[config.mk]
export PLATFORM = sky130hd
export DESIGN_NAME = fifo_uart_tx_flat
export DESIGN_NICKNAME = d
export VERILOG_FILES = /design/src/rtl/fifo_uart_tx_if.sv /design/src/rtl/fifo_uart_tx.sv /design/src/flat_wrapper.sv
export SDC_FILE = /design/constraint.sdc
export NUM_CORES = 1
export LEC_CHECK = 0
export BUFFER_PORTS_ARGS = -buffer_cell sky130_fd_sc_hd__buf_2
export CORE_AREA = 3 3 72 74
export DETAILED_ROUTE_END_ITERATION = 10
export DIE_AREA = 0 0 75 77
export HOLD_SLACK_MARGIN = 0.05
export PLACE_DENSITY = 0.57
export SYNTH_ARGS = -nofsm -noshare
export SYNTH_HDL_FRONTEND = slang
export SYNTH_SLANG_ARGS = --single-unit
[constraint.sdc]
create_clock -name clk -period 3 [get_ports clk]
set_input_delay 0.9 -clock clk [delete_from_list [all_inputs] [get_ports clk]]
set_output_delay 0.9 -clock clk [all_outputs]
set_load 0.05 [all_outputs]
[src/rtl/fifo_uart_tx_if.sv]
// ============================================================================
// fifo_uart_tx_if : FIFO read-port bundle between a FIFO and its UART drain | rev 1.0
// ============================================================================
`default_nettype none

interface fifo_uart_tx_if #(
  parameter int DATA_WIDTH = 8
) ();
  logic                  fifo_empty;
  logic [DATA_WIDTH-1:0] fifo_data;
  logic                  fifo_r_en;

  // master = the drain that owns r_en; slave = the FIFO
  modport master (input fifo_empty, input fifo_data, output fifo_r_en);
  modport slave  (output fifo_empty, output fifo_data, input fifo_r_en);
endinterface

`default_nettype wire

[src/rtl/fifo_uart_tx.sv]
// ============================================================================
// fifo_uart_tx : pops FIFO bytes and serialises them as UART frames | rev 1.0
// ============================================================================
`default_nettype none

module fifo_uart_tx #(
  parameter int DATA_WIDTH   = 8,
  parameter int CLKS_PER_BIT = 16,
  parameter int PARITY_EN    = 0,
  parameter int PARITY_ODD   = 0,
  parameter int STOP_BITS    = 1
) (
  input  wire logic          clk,
  input  wire logic          rst,
  input  wire logic          enable,
  fifo_uart_tx_if.master     fifo,
  output logic               tx,
  output logic               busy,
  output logic               frame_done
);

  localparam int BAUD_W = (CLKS_PER_BIT > 1) ? $clog2(CLKS_PER_BIT) : 1;
  localparam int BIT_W  = $clog2(DATA_WIDTH + 1);

  localparam logic [BAUD_W-1:0] c_BAUD_LAST = BAUD_W'(CLKS_PER_BIT - 1);
  localparam logic [BIT_W-1:0]  c_DATA_BITS = BIT_W'(DATA_WIDTH);
  localparam logic [BIT_W-1:0]  c_STOP_LAST = BIT_W'(STOP_BITS - 1);
  localparam logic              c_ODD       = 1'(PARITY_ODD);

  typedef enum logic [2:0] {
    S_IDLE   = 3'd0,
    S_READ   = 3'd1,
    S_LOAD   = 3'd2,
    S_START  = 3'd3,
    S_DATA   = 3'd4,
    S_PARITY = 3'd5,
    S_STOP   = 3'd6
  } state_t;

  state_t                r_state;
  logic [BAUD_W-1:0]     r_baud;
  logic [BIT_W-1:0]      r_bit_cnt;
  logic [DATA_WIDTH-1:0] r_shift;
  logic                  r_parity;

  logic w_in_frame;
  logic w_bit_end;

  assign w_in_frame = (r_state == S_START) || (r_state == S_DATA) ||
                      (r_state == S_PARITY) || (r_state == S_STOP);
  assign w_bit_end  = (r_baud == c_BAUD_LAST);

  always_ff @(posedge clk) begin
    if (rst) begin
      r_state        <= S_IDLE;
      r_baud         <= '0;
      r_bit_cnt      <= '0;
      r_shift        <= '0;
      r_parity       <= 1'b0;
      tx             <= 1'b1;
      busy           <= 1'b0;
      frame_done     <= 1'b0;
      fifo.fifo_r_en <= 1'b0;
    end else begin
      fifo.fifo_r_en <= 1'b0;
      frame_done     <= 1'b0;

      // Baud counter only runs inside a frame, so it is zero on entry to START
      if (w_in_frame && !w_bit_end) begin
        r_baud <= r_baud + 1'b1;
      end else begin
        r_baud <= '0;
      end

      case (r_state)
        S_IDLE: begin
          tx <= 1'b1;
          if (enable && !fifo.fifo_empty) begin
            r_state        <= S_READ;
            fifo.fifo_r_en <= 1'b1;
            busy           <= 1'b1;
          end
        end

        S_READ: begin
          r_state <= S_LOAD;
        end

        S_LOAD: begin
          r_shift   <= fifo.fifo_data;
          r_parity  <= 1'b0;
          r_bit_cnt <= '0;
          tx        <= 1'b0;
          r_state   <= S_START;
        end

        S_START: begin
          if (w_bit_end) begin
            tx        <= r_shift[0];
            r_parity  <= r_parity ^ r_shift[0];
            r_shift   <= {1'b0, r_shift[DATA_WIDTH-1:1]};
            r_bit_cnt <= BIT_W'(1);
            r_state   <= S_DATA;
          end
        end

        S_DATA: begin
          if (w_bit_end) begin
            // r_bit_cnt counts bits already placed on the line
            if (r_bit_cnt == c_DATA_BITS) begin
              r_bit_cnt <= '0;
              if (PARITY_EN != 0) begin
                tx      <= r_parity ^ c_ODD;
                r_state <= S_PARITY;
              end else begin
                tx      <= 1'b1;
                r_state <= S_STOP;
              end
            end else begin
              tx        <= r_shift[0];
              r_parity  <= r_parity ^ r_shift[0];
              r_shift   <= {1'b0, r_shift[DATA_WIDTH-1:1]};
              r_bit_cnt <= r_bit_cnt + 1'b1;
            end
          end
        end

        S_PARITY: begin
          if (w_bit_end) begin
            tx        <= 1'b1;
            r_bit_cnt <= '0;
            r_state   <= S_STOP;
          end
        end

        S_STOP: begin
          if (w_bit_end) begin
            if (r_bit_cnt == c_STOP_LAST) begin
              r_bit_cnt  <= '0;
              busy       <= 1'b0;
              frame_done <= 1'b1;
              r_state    <= S_IDLE;
            end else begin
              r_bit_cnt <= r_bit_cnt + 1'b1;
            end
          end
        end

        default: begin
          tx      <= 1'b1;
          busy    <= 1'b0;
          r_state <= S_IDLE;
        end
      endcase
    end
  end

endmodule

`default_nettype wire
[src/flat_wrapper.sv]
// flat-port wrapper written by rule: the top's interface ports become plain ports
module fifo_uart_tx_flat 
#(
  parameter int DATA_WIDTH   = 8,
  parameter int CLKS_PER_BIT = 16,
  parameter int PARITY_EN    = 0,
  parameter int PARITY_ODD   = 0,
  parameter int STOP_BITS    = 1
)
  (clk, rst, enable, tx, busy, frame_done, fifo_fifo_empty, fifo_fifo_data, fifo_fifo_r_en);
  fifo_uart_tx_if #(.DATA_WIDTH(DATA_WIDTH)) fifo_i ();
  input  wire logic clk;
  input  wire logic rst;
  input  wire logic enable;
  output logic tx;
  output logic busy;
  output logic frame_done;
  input wire logic [$bits(fifo_i.fifo_empty)-1:0] fifo_fifo_empty;
  input wire logic [$bits(fifo_i.fifo_data)-1:0] fifo_fifo_data;
  output wire logic [$bits(fifo_i.fifo_r_en)-1:0] fifo_fifo_r_en;
  assign fifo_i.fifo_empty = fifo_fifo_empty;
  assign fifo_i.fifo_data = fifo_fifo_data;
  assign fifo_fifo_r_en = fifo_i.fifo_r_en;
  fifo_uart_tx #(.DATA_WIDTH(DATA_WIDTH), .CLKS_PER_BIT(CLKS_PER_BIT), .PARITY_EN(PARITY_EN), .PARITY_ODD(PARITY_ODD), .STOP_BITS(STOP_BITS)) u_core (.clk(clk), .rst(rst), .enable(enable), .fifo(fifo_i), .tx(tx), .busy(busy), .frame_done(frame_done));
endmodule
; ---- After elaboration in Yosys (flattened, before gate mapping)
; Index checks and enable logic that the tools add are counted.
[totals]
ff_bits = 23
latch_bits = 0
mem_bits_rw = 0
rom_bits = 0
in_bits = 12
output_inout_bits = 4
elab_cells = 83
memories = 0
[op_classes]
addsub = 2
multipliers = 0
n_div = 0
magnitude_cmp = 0
n_eq_ne = 16
n_shift = 0
mux = 30
n_bitwise = 6
n_reduce_logical = 21
[ops]
columns = cell, count
row1 = $mux W4, 6
row2 = $mux W8, 3
row3 = $pmux W8 S3, 1
row4 = $mux W3, 7
row5 = $pmux W3 S7, 1
row6 = $pmux W4 S5, 1
row7 = $reduce_and A4 Y1, 3
row8 = $ne A2 B1 Y1 const B, 5
row9 = $eq A3 B3 Y1 const B, 3
row10 = $mux W1, 9
row11 = $add A4 B1 Y4 const B, 2
row12 = $eq A4 B4 Y1 const B, 2
row13 = $reduce_and A7 Y1, 1
row14 = $eq A3 B2 Y1 const B, 2
row15 = $ne A2 B2 Y1 const B, 3
row16 = $not A1 Y1, 6
row17 = $reduce_or A2 Y1, 3
row18 = $pmux W1 S5, 1
row19 = $reduce_and A5 Y1, 1
row20 = $reduce_bool A5 Y1, 1
row21 = $reduce_or A5 Y1, 1
row22 = $logic_not A4 Y1, 1
row23 = $eq A3 B1 Y1 const B, 1
row24 = $logic_not A3 Y1, 1
row25 = 6 further kinds, 10

; ---- Depth between registers and ports, before layout
[depth]
word_depth = 7
ltp_mapped = 7
ltp_nobuf = 6

; ---- Least setup slack after synthesis
; Ideal clock, no wire load.
[synth_path]
kind = reg2reg
startpoint = reg u_core.r_baud[0]
endpoint = reg u_core.r_shift[0]
setup_time_ps = 121
t_arrival_ps = 1621
t_required_ps = 2879
setup_slack_ps = 1258
stages_incl_launch_ff = 8
n_path_buf = 2
cell_sequence = dfxtp_1 > ha_1 > and3_1 > buf_4 > a31oi_1 > a221o_1 > buf_6 > mux2_4
[synth_between]
elab_chain_cells = 3
elab_cells_between_ends = 4
classes_between = 3 x eq/ne / 1 x reduce/logical
[synth_rtl]
columns = element, line_no
row1 = "start, declared", fifo_uart_tx.sv:41  ; logic [BAUD_W-1:0] r_baud;
row2 = "start signal, assigned", fifo_uart_tx.sv:70  ; r_baud <= r_baud + 1'b1;
row3 = $eq A4 B4 Y1 (*), fifo_uart_tx.sv:51  ; assign w_bit_end = (r_baud == c_BAUD_LAST);
row4 = $ne A2 B1 Y1 (no source line), -
row5 = $reduce_and A4 Y1 (no source line) (*), -
row6 = "end signal, assigned", fifo_uart_tx.sv:90  ; r_shift <= fifo.fifo_data;
row7 = "end signal, assigned", fifo_uart_tx.sv:101  ; r_shift <= {1'b0, r_shift[DATA_WIDTH-1:1]};
row8 = "end signal, assigned", fifo_uart_tx.sv:122  ; r_shift <= {1'b0, r_shift[DATA_WIDTH-1:1]};
row9 = "end, declared", fifo_uart_tx.sv:43  ; logic [DATA_WIDTH-1:0] r_shift;
; Every way passes the cells marked *; elsewhere a longest branch is shown, timed or not.
; A chain may end at the register's enable or synchronous reset.

; ---- Worst setup path in the final report
[layout_path]
startpoint = reg u_core.r_baud[0]
endpoint = reg u_core.r_shift[1]
; The elaborated chain is that of the path after synthesis.

==> impl_metrics.yaml <==
place:
  placedInstanceArea_mm2: 0.00145
  port_buffers: 15
  globalplace.congestion: 0.770
  place.detailed.hpwl_um: 2110
floorplan:
  initial_core_util: 0.293
  top_level_ports: 16
  die_w_um: 75
  die_h_um: 77
  design.die.area_mm2: 0.00578
  floorplan.core_area_mm2: 0.00466
  cell_row_count: 25
route:
  wire_per_inst_um: 12.9
  total_number_of_vias: 1151
  detail-route-antenna-nets: 0
  viasPerCell: 5.16
  route.detailed.drc: 0
  final_wirelength_um: 2870
  drt_iter0_drc: 75
  firstDrtPassIters: 4
sta:
  grt_setup_unrepaired: "false"
  finalHoldViolCount: 0
  final_clock_period_utilization_by_the_worst_path: 0.698
  tightestPinTransition_ps: 573
  timing.fmax_mhz: 478
  finalSetupViolCount: 0
  post-route-min-period_ps: 2090
  worst_slew_margin_rel: 0.618
  finClkSkew_ps: 5.94
  finalMaxSlewViolations: 0
  sum_of_negative_setup_slack_ps: 0
clock_network:
  cts.root.buffer_cell: "clkbuf_8"
  post_cts_resize_count: 0
  clkSinkCount: 23
  cts_hold_buffers: 0
  cts_tree: "built"
  postCtsSetupRepairBufs: 0
  cts_buffers: 3
  cts_htree_levels: 1
  cts.clk_slew.worst_paths_ps: 80
  clk_path_buf_depth: 2
  worstSkewPairLatency_ps: 270
yosys:
  post_synth_instance_area_mm2: 0.00136
  synth-edff-count: 0
  yosys_register_bits: 23
  synthArstFlopShare: 0
  syn-instance-count: 159
  yosysWarnings: 0
  yosysSeqAreaShare: 0.338
  synth_cell_types: 46
  ys_dominant_reg_cell: "dfxtp_1"
  synth.avg_cell_area_um2: 8.58
  synth_nets: 174
flow_run:
  max_cap_violations: 0
critical_path:
  worst-path-max-fanout: 11
  crit_path_cell_trace: "ha_1, and3_1, nor2_1, a221o_1, mux2_4"
  timing_worst_setup_path_type: "flip-flop to flip-flop"
  rr_startpoint: "u_core.r_baud[0]"
  cpLargestDelayFamily: "compound AO/OA/AOI/OAI gates"
  timing.critical_path.slowest_stage_cell: "a221o_1"
  combined_buffer_and_inverter_count_along_the_critical_path: 0
  stages_on_worst_setup_path: 5
  worst-endpoint-arrival_ps: 2250
  critPathMaxStageDelay_ps: 560
  capturing_element_type_of_the_critical_path: "flip-flop"
  r2r.worst_path.cells: 5
  cp-start-kind: "flip-flop"
  worst_setup_path_startpoint: "u_core.r_baud[0]"
  critPathRequiredTime_ps: 3160
global_route:
  grt_use_total: 0.105
  grt_first_pass_wirelength_um: 4770
  globalRoute.totalOverflow: 0
  via_count_of_the_first_global_routing_pass: 1008
  grt_max_degree: 22
  grt_antenna_before_repair: 0
min_path:
  holdCritStartpoint: "u_core.r_baud[0]"
  worstHoldPathCells: 1
  worstHoldPathType: "flip-flop to flip-flop"
pwr:
  leakage_nw: 0.575
  power_density_of_the_placed_cells_mw_per_mm2: 421
  power.ir.vdd_worst_mv: 0.144
status:
  outcome: "finished clean"
finish:
  fillerInstances: 493
  final_nets: 185
  finish.utilization: 0.321
  drive_above_1_share: 0.201
  design_area_mm2: 0.00150
  area_delta_synth_final_pct: 9.82
  n_antenna_cell: 0
[flip-flops by register name, summed over array words and instances, names as in the netlist]
signal                 cells
u_core.r_bit_cnt           4
u_core.fifo.fifo_r_en      1
u_core.busy                1
u_core.tx                  1
u_core.r_shift             8
u_core.r_state             3
u_core.frame_done          1
u_core.r_baud              4
[through the flow]
step | hold WS, ps | cells | setup slack [ps] | total power [mW]
5_1_grt | 488 | 223 | 782 | 0.663
6_report | 451 | 223 | 907 | 0.630
4_1_cts | 451 | 223 | 908 | 0.641
3_3_place_gp | 430 | 219 | 970 | 0.442
2_1_floorplan | 418 | 159 | 1260 | 0.425
3_5_place_dp | 438 | 219 | 923 | 0.442
[placed cells by master (no fill, tap or decap), drive strengths merged]
cell type  synthesis  final
a211oi             2      2
a21boi             1      1
a21o               1      1
a21oi             16     16
a221o              1      1
a221oi             1      1
a22oi              1      1
a31oi              3      3
a32o               1      1
and2               1      1
and3               1      1
and3b              1      1
buf                6     17
clkbuf             5      3
clkinv             0      1
dfxtp             23     23
ha                 3      3
inv               10     10
mux2               7      7
mux2i              2      2
nand2              8      8
nand2b             3      3
nand3             12     12
nand3b             2      2
nand4              2      2
nor2               8      8
nor2b              9      9
nor3               1      1
nor3b              2      2
nor4               2      2
nor4b              1      1
o21ai             14     14
o221a              1      1
o32ai              2      2
or3                1      1
or3b               1      1
or4b               1      1
xnor2              1      1
xor2               2      2
[layer usage]
layer | global-route usage | vias up | share of wire
met4 | 0.0267 | 0 | 0.0087
met2 | 0.166 | 30 | 0.47
met5 | 0 | - | 0
li1 | - | 589 | -
met3 | 0.0262 | 4 | 0.047
met1 | 0.140 | 528 | 0.47
[cells in the mapped netlist (2+ instances only)]
cell type	n	share of area
nand4_1	2	0.0092
nand3_1	12	0.044
a31oi_1	2	0.0092
o21ai_1	2	0.0073
nor4_1	2	0.0092
o21ai_0	12	0.044
a211oi_1	2	0.011
nand2_1	7	0.019
nor2_1	8	0.022
nor2b_1	9	0.041
mux2_4	7	0.077
buf_2	2	0.0073
xor2_1	2	0.013
clkbuf_1	5	0.014
inv_1	9	0.025
dfxtp_1	23	0.34
buf_6	3	0.025
nand3b_1	2	0.011
nand2b_1	3	0.014
o32ai_1	2	0.013
a21oi_1	16	0.059
ha_1	3	0.028
[cell families after synthesis]
kind of cell    Yosys count  synth area share
simple gates             56             0.238
compound gates           44             0.205
flops                    23             0.338
buf+inv                  21            0.0789
mux                       9            0.0945
xor+xnor                  3            0.0193
fa+ha+maj                 3            0.0275
[path summary, 6_finish.rpt]
path / endpoint / slack, ps
worst max-delay path: u_core.r_shift[1] / 910
worst min-delay path: u_core.r_baud[0] / 450
worst max register to register: u_core.r_shift[1] / 910
worst min register to register: u_core.r_baud[0] / 450
[area by class of cell]
cell class | count | area [um^2] | area share
clock inverter | 1 | 5.00 | 0.00334
tap | 54 | 67.6 | 0.0451
timing repair buffer | 17 | 90.1 | 0.0602
multi-input combinational | 115 | 796 | 0.531
sequential | 23 | 460 | 0.307
clock buffer | 3 | 41.3 | 0.0276
inverter | 10 | 37.5 | 0.0251
[where the power goes]
| part | internal, mW | switching [mW] |
|---|---|---|
| sequential | 0.319 | 0.0181 |
| combinational | 0.0436 | 0.0532 |
| clock | 0.0929 | 0.103 |
No activity file was read; power rests on OpenSTA's default activity.
